===== src/rtl/phy_tx_ps.sv =====
// phy_tx_ps: parallel-to-serial transmit PHY.
// After reset the block sends SYNC_FRAMES comma-only frames, then enters ACTIVE and
// accepts one 32-bit word per frame via a ready/valid handshake, shifting it out MSB first.
// When no word is offered at a frame boundary an idle (comma) frame is sent instead.
//
// Ports:
//   clk_32f      - bit clock, one serial bit per rising edge
//   reset_L      - synchronous active-low reset
//   data_in      - parallel word to transmit
//   valid_in     - data_in holds a word to send
//   ready_out    - one-cycle pulse in the last bit cycle of a frame where a word may be taken
//   data_out_SP  - registered serial output, MSB first
//   active_out   - high while in the ACTIVE state
//   idle_out     - high while the frame being shifted out is a comma frame
module phy_tx_ps #(
   parameter int unsigned SYNC_FRAMES = 2,
   parameter logic [7:0]  COMMA       = 8'hBC
) (
   input  logic        clk_32f,
   input  logic        reset_L,
   input  logic [31:0] data_in,
   input  logic        valid_in,
   output logic        ready_out,
   output logic        data_out_SP,
   output logic        active_out,
   output logic        idle_out
);

   localparam logic [31:0] IdleFrame = {4{COMMA}};
   localparam logic [3:0]  LastSync  = 4'(SYNC_FRAMES - 1);

   typedef enum logic [1:0] {StReset, StSync, StActive} state_e;

   state_e      state_q, state_d;
   logic [4:0]  bit_cnt_q, bit_cnt_d;
   logic [3:0]  frame_cnt_q, frame_cnt_d;
   logic [31:0] frame_q, frame_d;
   logic        ready_q, ready_d;
   logic        data_q, data_d;
   logic        active_q, active_d;
   logic        idle_q, idle_d;
   logic        wrap;

   always_comb begin
      state_d     = state_q;
      bit_cnt_d   = bit_cnt_q;
      frame_cnt_d = frame_cnt_q;
      frame_d     = frame_q;
      idle_d      = idle_q;
      wrap        = (bit_cnt_q == 5'd31);

      unique case (state_q)
         StReset: begin
            state_d     = StSync;
            frame_d     = IdleFrame;
            bit_cnt_d   = 5'd0;
            frame_cnt_d = 4'd0;
            idle_d      = 1'b1;
         end
         StSync, StActive: begin
            bit_cnt_d = bit_cnt_q + 5'd1;
            if (wrap) begin
               // A word is only taken on the edge that closes a ready cycle.
               if (ready_q && valid_in) begin
                  frame_d = data_in;
                  idle_d  = 1'b0;
               end else begin
                  frame_d = IdleFrame;
                  idle_d  = 1'b1;
               end
               if (state_q == StSync) begin
                  frame_cnt_d = frame_cnt_q + 4'd1;
                  if (frame_cnt_q == LastSync) begin
                     state_d = StActive;
                  end
               end
            end
         end
         default: state_d = StReset;
      endcase

      // Registered outputs are derived from the next state so they line up with it.
      ready_d  = (bit_cnt_d == 5'd31) &&
                 ((state_d == StActive) || ((state_d == StSync) && (frame_cnt_d == LastSync)));
      data_d   = frame_d[~bit_cnt_d];
      active_d = (state_d == StActive);
   end

   always_ff @(posedge clk_32f) begin
      if (!reset_L) begin
         state_q     <= StReset;
         bit_cnt_q   <= 5'd0;
         frame_cnt_q <= 4'd0;
         frame_q     <= 32'd0;
         ready_q     <= 1'b0;
         data_q      <= 1'b0;
         active_q    <= 1'b0;
         idle_q      <= 1'b0;
      end else begin
         state_q     <= state_d;
         bit_cnt_q   <= bit_cnt_d;
         frame_cnt_q <= frame_cnt_d;
         frame_q     <= frame_d;
         ready_q     <= ready_d;
         data_q      <= data_d;
         active_q    <= active_d;
         idle_q      <= idle_d;
      end
   end

   assign ready_out   = ready_q;
   assign data_out_SP = data_q;
   assign active_out  = active_q;
   assign idle_out    = idle_q;

endmodule


===== config.mk =====
export PLATFORM = sky130hd
export DESIGN_NAME = phy_tx_ps
export DESIGN_NICKNAME = d
export VERILOG_FILES = /design/src/rtl/phy_tx_ps.sv
export SDC_FILE = /design/constraint.sdc
export NUM_CORES = 1
export LEC_CHECK = 0
export BUFFER_PORTS_ARGS = -buffer_cell sky130_fd_sc_hd__buf_4
export CAP_MARGIN = 20
export CORE_MARGIN = 4
export CORE_UTILIZATION = 43
export DETAILED_ROUTE_END_ITERATION = 10
export GPL_TIMING_DRIVEN = 0
export HOLD_SLACK_MARGIN = 0.06
export SLEW_MARGIN = 20
export SYNTH_ARGS = -nofsm -noshare
export SYNTH_HDL_FRONTEND = slang
export SYNTH_SLANG_ARGS = --single-unit

===== constraint.sdc =====
create_clock -name clk_32f -period 5.67 [get_ports clk_32f]
set_input_delay 0.2835 -clock clk_32f [delete_from_list [all_inputs] [get_ports clk_32f]]
set_output_delay 0.2835 -clock clk_32f [all_outputs]
set_load 0.01 [all_outputs]

Word level (Yosys, flattened, before mapping)
Cells that the tools add are included.
{"block": "word_totals", "in_bits": 35, "output_inout_bits": 4, "elab_cells": 45, "register_bits": 47}
{"block": "classes", "magnitude_cmp": 1, "eq_ne": 9, "addsub": 2, "n_mux": 16, "bitwise_logic": 1, "reduce_logical": 8}
{"operator": "$mux W32", "count": 2}
{"operator": "$pmux W32 S2", "count": 1}
{"operator": "$eq A5 B5 Y1 const B", "count": 2}
{"operator": "$pmux W5 S2", "count": 1}
{"operator": "$eq A4 B1 Y1 const B", "count": 2}
{"operator": "$mux W4", "count": 2}
{"operator": "$pmux W4 S2", "count": 1}
{"operator": "$lt A5 B6 Y1 const B", "count": 1}
{"operator": "$mux W2", "count": 3}
{"operator": "$add A5 B1 Y5 const B", "count": 1}
{"operator": "$bmux W1 S5", "count": 1}
{"operator": "$not A5 Y5", "count": 1}
{"operator": "$add A4 B1 Y4 const B", "count": 1}
{"operator": "$eq A2 B1 Y1 const B", "count": 2}
{"operator": "$eq A2 B2 Y1 const B", "count": 2}
{"operator": "$pmux W2 S2", "count": 1}
{"operator": "$logic_and A1 B1 Y1", "count": 3}
{"operator": "$mux W1", "count": 3}
{"operator": "$logic_not A2 Y1", "count": 1}
{"operator": "$ne A2 B2 Y1 const B", "count": 1}
{"operator": "$pmux W1 S2", "count": 1}
{"operator": "$reduce_and A2 Y1", "count": 1}
{"operator": "$reduce_bool A2 Y1", "count": 1}
{"operator": "$reduce_or A2 Y1", "count": 1}
{"operator": "$logic_or A1 B1 Y1", "count": 1}

Longest topological paths before layout
Gate-level depths: netlist of run 1.
{"block": "depth", "depth_word": 9, "ltp_mapped": 12, "mapped_depth_nobuf": 10}

Least setup slack after synthesis of run 1
No wires, ideal clock.
{"block": "synth_timing", "path_type": "register to register", "startpoint": "register bit_cnt_q[0]", "endpoint": "register data_q (netlist: data_out_SP)", "setup_ns": 0.130, "path_stages_with_launch": 12, "slack_ns": 3.168, "period_less_slack_ns": 2.502, "required_ns": 5.540, "path_buffers": 2, "arrival_ns": 2.372, "cell_sequence": "dfxtp_1 > ha_1 > and3_1 > ha_1 > nand4b_1 > or2_1 > buf_6 > buf_2 > nand3b_1 > a221o_1 > a311oi_1 > a311oi_1"}
{"block": "synth_via", "elab_chain_cells": 5, "word_cells_on_any_way": 8, "classes_between": "add/sub (1); eq/ne (1); mux (5); bitwise (1)"}
{"element": "start, declared", "line_no": "35", "text": "logic [4:0] bit_cnt_q, bit_cnt_d;"}
{"element": "start signal, assigned", "line_no": "101", "text": "bit_cnt_q <= bit_cnt_d;"}
{"element": "$add A5 B1 Y5 / $eq A5 B5 Y1 (equally long branches)", "line_no": "61, 50"}
{"element": "$pmux W5 S2 / $mux W32 (equally long branches)", "line_no": "52, 62"}
{"element": "$not A5 Y5 / $pmux W32 S2 (equally long branches)", "line_no": "85, 52"}
{"element": "$bmux W1 S5 (*)", "line_no": "85", "text": "data_d = frame_d[~bit_cnt_d];"}
{"element": "$mux W1 (not written as such) (*)", "line_no": "85"}
{"element": "end signal, assigned", "line_no": "105", "text": "data_q <= data_d;"}
{"element": "end, declared", "line_no": "39", "text": "logic data_q, data_d;"}
Mark *: on every way between the ends. The rest lies on a longest branch, timed or not. The select of a mux whose other input is x is not followed.
A chain may end at the register's enable or synchronous reset.

Worst setup path in the final report of run 1
Ends and elaborated chain as after synthesis.

==> results of run 1 <==
==> layout by cell type, fill, tap and decap left out, types with 8 or more instances in the layout <==
cell type and n:
a211oi_1 12, a21oi_1 12, and2_1 12, buf_2 11, buf_4 39, dfxtp_1 47
nand2_1 32, nor2_1 36, nor3_1 8, o21ai_0 11
==> worst min-delay path by stage <==
stage / from / end / slack (ns) / depth (start not counted)
after floorplan: reset_L / frame_q[30] / 0.41 / 1
after global placement: frame_q[23] / frame_q[23] / 0.48 / 2
after detailed placement: frame_q[23] / frame_q[23] / 0.49 / 2
after CTS: data_in[21] / frame_q[21] / 0.25 / 3
after global routing: data_in[13] / frame_q[13] / 0.24 / 2
final: data_in[21] / frame_q[21] / 0.24 / 3
==> power by group <==
group	leakage (nW)	internal (mW)	switching [mW]	total, mW
logic	0.670	0.0531	0.0574	0.110
registers	0.386	0.346	0.00633	0.353
clock network	0.0515	0.111	0.113	0.225
==> sequential cells by signal, summed over array words and instances, names as in the netlist <==
| signal | count |
|---|---|
| frame_cnt_q | 4 |
| idle_out | 1 |
| ready_out | 1 |
| state_q | 2 |
| active_out | 1 |
| bit_cnt_q | 5 |
| frame_q | 32 |
| data_out_SP | 1 |
==> final cells by class <==
cell class / count / area (µm²) / area share [%]
tap: 70 / 87.6 / 3.13
clock buffer: 8 / 100 / 3.58
multi-input combinational: 205 / 1280 / 45.6
inverter: 5 / 18.8 / 0.671
timing repair buffer: 38 / 285 / 10.2
buffer: 17 / 88.8 / 3.17
sequential: 47 / 941 / 33.6
==> critical path: cells and delay by family (launching register included) <==
family	cells	cell delay, ns
DFF	1	0.42
buffers and inverters	2	0.58
AOI/OAI and AO/OA	5	0.95
and+or+nand+nor	3	0.44
adders and majority gates	2	0.50
==> kinds of logic after synthesis <==
kind of cell / count (synthesis)
compound gates: 76
xor+xnor: 3
simple gates: 114
mux: 5
buf+inv: 22
fa+ha+maj: 7
flops: 47
==> stage by stage <==
stage | hold WS, ns | util [%] | instance area, µm² | std cells
4_1_cts | 0.246 | 54.1 | 2800 | 390
2_1_floorplan | 0.405 | - | 2330 | 274
5_1_grt | 0.240 | 54.1 | 2800 | 390
3_3_place_gp | 0.481 | 52.2 | 2700 | 382
6_report | 0.242 | 54.1 | 2800 | 390
3_5_place_dp | 0.485 | 52.2 | 2700 | 382
==> routing by layer <==
metal | part of all wire (%) | vias up
met5 | 0 | -
met4 | 1.3 | 0
met3 | 4.0 | 6
met2 | 46 | 39
met1 | 48 | 1008
li1 | - | 1084
==> results.md, run 1 <==
* Min-Delay Path Class: in2reg
* # diodes at 0
* Chip Height at 81.5 µm
* Crit path max fanout at 10
* GR met3 Demand/Resource at 5.04%
* Post-Synth Adder-Cell Area at 3.77%
* RSZ-0062 raised after global routing: false
* Synth Area per Inst at 8.49 µm²
* Post-detail-place hpwl at 4.55 mm
* Vias per cell at 5.48
* M2 GR Usage at 30.8%
* Worst slew pin tran at 0.581 ns
* Syn Nets at 316
* CTS tree: built
* Clock H-tree levels at 2
* # rows at 26
* Slew margin rel. at 61.2%
* Maximum clock frequency at 333 MHz
* CP cell instances: ha_1 > and3_1 > ha_1 > nor2b_1 > buf_2 > clkbuf_1 > nor2_1 > a211oi_1 > o21ai_0 > o211ai_1 > a311oi_1 > a311oi_1
* Routed len/inst at 15.7 µm
* Setup TNS at 0 ns
* Synth cell count leaders: dfxtp_1 (47), nor2_1 (36), nand2_1 (32)
* Remaining DRCs at 0
* Max cap viols at 0
* Fin. max-slew vios at 0
* CP required at 5.87 ns
* Total grt overflow at 0
* Max stage delay on crit path at 0.42 ns
* Post-synth top flop: dfxtp_1
* Flop-to-flop setup slack at 2.67 ns
* EDFF count, synth at 0
* Crit path to: data_out_SP
* Type of the worst setup path: reg2reg
* Total GRT Usage at 20.1%
* R2R cell count at 12
* Async SR Flop Fraction at 0%
* First-pass GRT wire length at 10.1 mm
* Routability congestion estimate at 0.924
* CP Capture Type: flop
* Post-Synth Simple-Gate Area at 23.2%
* Busiest grt layer: met2
* Setup repair bufs after CTS at 0
* Pin count of the biggest net entering global routing at 14
* Flops & latches, synth at 47
* Seq/Total Area, Yosys at 40.5%
* Initial Util at 45.0%
* Core Area at 5170 µm²
* Antenna Nets Post-Route at 0
* CP startpoint kind: flop
* Post-synthesis compound-gate area fraction at 23.9%
* Pwr/cell area at 246 nW/µm²
* GR Util met1 at 28.2%
* Mapped Area at 2330 µm²
* Clock skew after layout at 0.00691 ns
* Post-synth top area share at 40.5%
* Mux contribution to synthesized area at 2.85%
* Synthesized instance count at 274
* Vias in the first global route at 2015
* Outcome: finished clean
* Final Critical Period at 3.00 ns
* Design Power at 0.688 mW
* CP startpoint: bit_cnt_q[0]
* VDD IR max at 0.000154 V
* # resized after CTS at 0
* Initial antenna violation count at 0
* Clock latency on the worst-skew pair at 0.31 ns
* Layout cells sized above 1 at 22.5%
* Routed wire length at 6.12 mm
* Pre-CTS setup slack at 2.69 ns
* Crit path arrival time at 3.20 ns
* Max stage delay cell, worst path: dfxtp_1
* Layout area overhead at 20.3%
* Detailed-route via count at 2137
* Largest family of logic cells by synthesized area: compound AO/OA/AOI/OAI gates
* Nets at 361
* P_leak at 1.11 nW
* Drt first-iter violations at 97
* Post-Synth XOR/XNOR Area at 1.13%
* Most common cell in the netlist: dfxtp_1
* Clk pin slew, worst setup/hold paths at 0.09 ns
* Netlist cell types at 49
* I/O Buffers at 38
* Clock Path Buffers at 2
* Final setup fails at 0
* Fraction of the cycle the final worst path needs at 52.9%
* RR Startpoint: bit_cnt_q[0]
* Root Driver: clkbuf_8
* Ports at 39
* Yosys top cell by area: dfxtp_1
* DIE AREA at 6650 µm²
* DR pass1 iterations at 4
* Inserted Clock Buffers at 5
* R2R Path End: data_out_SP
* Yosys warnings at 0
* Die W at 81.5 µm
* Clock sink count at 47
* Final WS setup at 2.67 ns
* Synth area leaders: dfxtp_1 (40%), nor2_1 (5.8%), nand2_1 (5.2%)
* Final Hold Fails at 0
* Filler instances at 510
* Hold_buf cts at 0
(Power assumes the default switching activity.)
==> inputs of run 2 (changes only) <==
- ABC_AREA: unset -> 1
- clock period: 5.67 -> 2.86 ns (I/O delays scaled with it)
==> results.md, run 2 <==
* Drt first-iter violations at 127
* Crit path max fanout at 10
* Biggest regs: frame_q (32), bit_cnt_q (5), frame_cnt_q (4)
* Type of the worst setup path: reg2reg
* Clock latency on the worst-skew pair at 0.30 ns
* Largest register by flop count: frame_q
* Nets at 533
* Layout cells sized above 1 at 17.9%
* Post-route cell area at 3250 µm²
* Synth cell count leaders: nand2_1 (163), nor2_1 (61), dfxtp_1 (47), inv_1 (43), nand3_1 (39)
* Post-detail-place hpwl at 5.51 mm
* Initial Util at 45.4%
* Ports at 39
* Min-Delay Path Class: in2reg
* Max cap viols at 0
* Detailed-route via count at 2757
* Hold Slack at 0.103 ns
* CTS tree: built
* Slew margin rel. at 52.0%
* Vias per cell at 4.86
* DR pass1 iterations at 4
* Final setup fails at 0
* Pin count of the biggest net entering global routing at 14
* P_leak at 1.66 nW
* EDFF count, synth at 0
* CP Capture Type: flop
* Seq/Total Area, Yosys at 34.0%
* Clock H-tree levels at 2
* Commonest non-fill, non-tap cell in the layout: nand2_1
* Antenna Nets Post-Route at 0
* DP Area at 3150 µm²
* CP required at 3.06 ns
* Post-synth top flop: dfxtp_1
* Netlist cell types at 31
* Total grt overflow at 0
* Remaining DRCs at 0
* Dpl cells at 559
* Clock skew after layout at 0.00420 ns
* Routability congestion estimate at 0.882
* Filler instances at 683
* Most frequent cells in the layout: nand2_1 (163), nor2_1 (61), dfxtp_1 (47)
* DIE AREA at 7780 µm²
* Fin. max-slew vios at 0
* VDD IR max at 0.000248 V
* First-pass GRT wire length at 11.8 mm
* Yosys warnings at 0
* Flops & latches, synth at 47
* Vias in the first global route at 2577
* Setup repair bufs after CTS at 0
* Initial antenna violation count at 0
* Yosys top cell by area: dfxtp_1
* Layout area overhead at 17.3%
* I/O Buffers at 38
* RSZ-0062 raised after global routing: false
* Final Hold Fails at 0
* Die W at 88.2 µm
* # rows at 28
* Inserted Clock Buffers at 5
* Routed wire length at 7.33 mm
* Chip Height at 88.2 µm
* Design Power at 1.49 mW
* Post-synth top area share at 34.0%
* Clk pin slew, worst setup/hold paths at 0.09 ns
* Clock sink count at 47
* Syn Nets at 488
* Final WS setup at 0.482 ns
* Fraction of the cycle the final worst path needs at 83.1%
* Clock Path Buffers at 2
* # resized after CTS at 0
* Synth Area per Inst at 6.20 µm²
* Max reg flops at 32
* Setup TNS at 0 ns
* Core Area at 6100 µm²
* Routed len/inst at 12.9 µm
* Final Critical Period at 2.38 ns
* Most common cell in the netlist: nand2_1
* Final Non-Filler Cells at 567
* Pre-CTS setup slack at 0.497 ns
* Synthesized instance count at 446
* Outcome: finished clean
* Crit path arrival time at 2.58 ns
* Mapped Area at 2770 µm²
* # diodes at 0
* CP startpoint kind: flop
* Worst slew pin tran at 0.720 ns
* Pwr/cell area at 458 nW/µm²
* Maximum clock frequency at 421 MHz
* Hold_buf cts at 0
* Fin util at 53.2%
* Flop-to-flop setup slack at 0.48 ns
* Async SR Flop Fraction at 0%
* Synth area leaders: dfxtp_1 (34%), nand2_1 (22%), nor2_1 (8.3%)
* Root Driver: clkbuf_8
* Total GRT Usage at 19.3%
run 2: cell count changes in the layout (fill, tap and decap cells not counted), sizes merged, moves of 7 or more:
cell,previous run,this run
a211oi,12,0
and2,12,0
inv,4,48
nand2,32,166
nand3,6,39
nor2,37,64
o21ai,12,21
o221a,9,0
o22ai,7,0
or2,1,13
run 2: metal layers:
metal	track usage (%)	routed length (µm)	up-vias
met5	0	0	-
met4	4.40	90	0
li1	-	-	1465
met2	32.2	3220	60
met3	3.35	404	8
met1	26.3	3610	1224
run 2: final timing paths:
| path | to | cells past startpoint | start |
|---|---|---|---|
| setup / recovery | data_out_SP | 16 | bit_cnt_q[1] |
| hold / removal | idle_out | 3 | reset_L |
| setup reg to reg | data_out_SP | 16 | bit_cnt_q[1] |
| hold reg to reg | frame_q[7] | 2 | frame_q[7] |
run 2: cell families after synthesis:
kind of cell,count (synthesis),synth area share [%]
buf+inv,67,11.4
fa+ha+maj,7,3.17
simple gates,292,44.4
compound gates,33,7.10
flops,47,34.0
run 2: cell type report:
class	count	area [µm²]	share of cell area (%)
timing repair buffer	38	285	8.79
sequential	47	941	29.0
inverter	48	188	5.78
multi-input combinational	332	1510	46.6
tap	75	93.8	2.89
buffer	19	126	3.89
clock buffer	8	100	3.08
run 2: power by group:
group	total [mW]	internal, mW	leakage (nW)	switching (mW)
logic	0.342	0.133	1.23	0.210
clock network	0.447	0.221	0.0515	0.226
registers	0.699	0.689	0.386	0.00978
total	1.49	1.04	1.66	0.445
run 2: worst max-delay path, stage by stage (launching register included):
cell	delay (ns)
dfxtp_1	0.34
ha_1	0.22
nand2_1	0.07
nor2_1	0.04
ha_1	0.18
buf_6	0.14
o21ai_2	0.36
buf_4	0.25
nand2_1	0.08
nand3_1	0.13
nand3_1	0.09
nand2_1	0.07
nand2_1	0.05
nand3_1	0.06
nand2_1	0.08
nand2_1	0.06
nand2_1	0.05
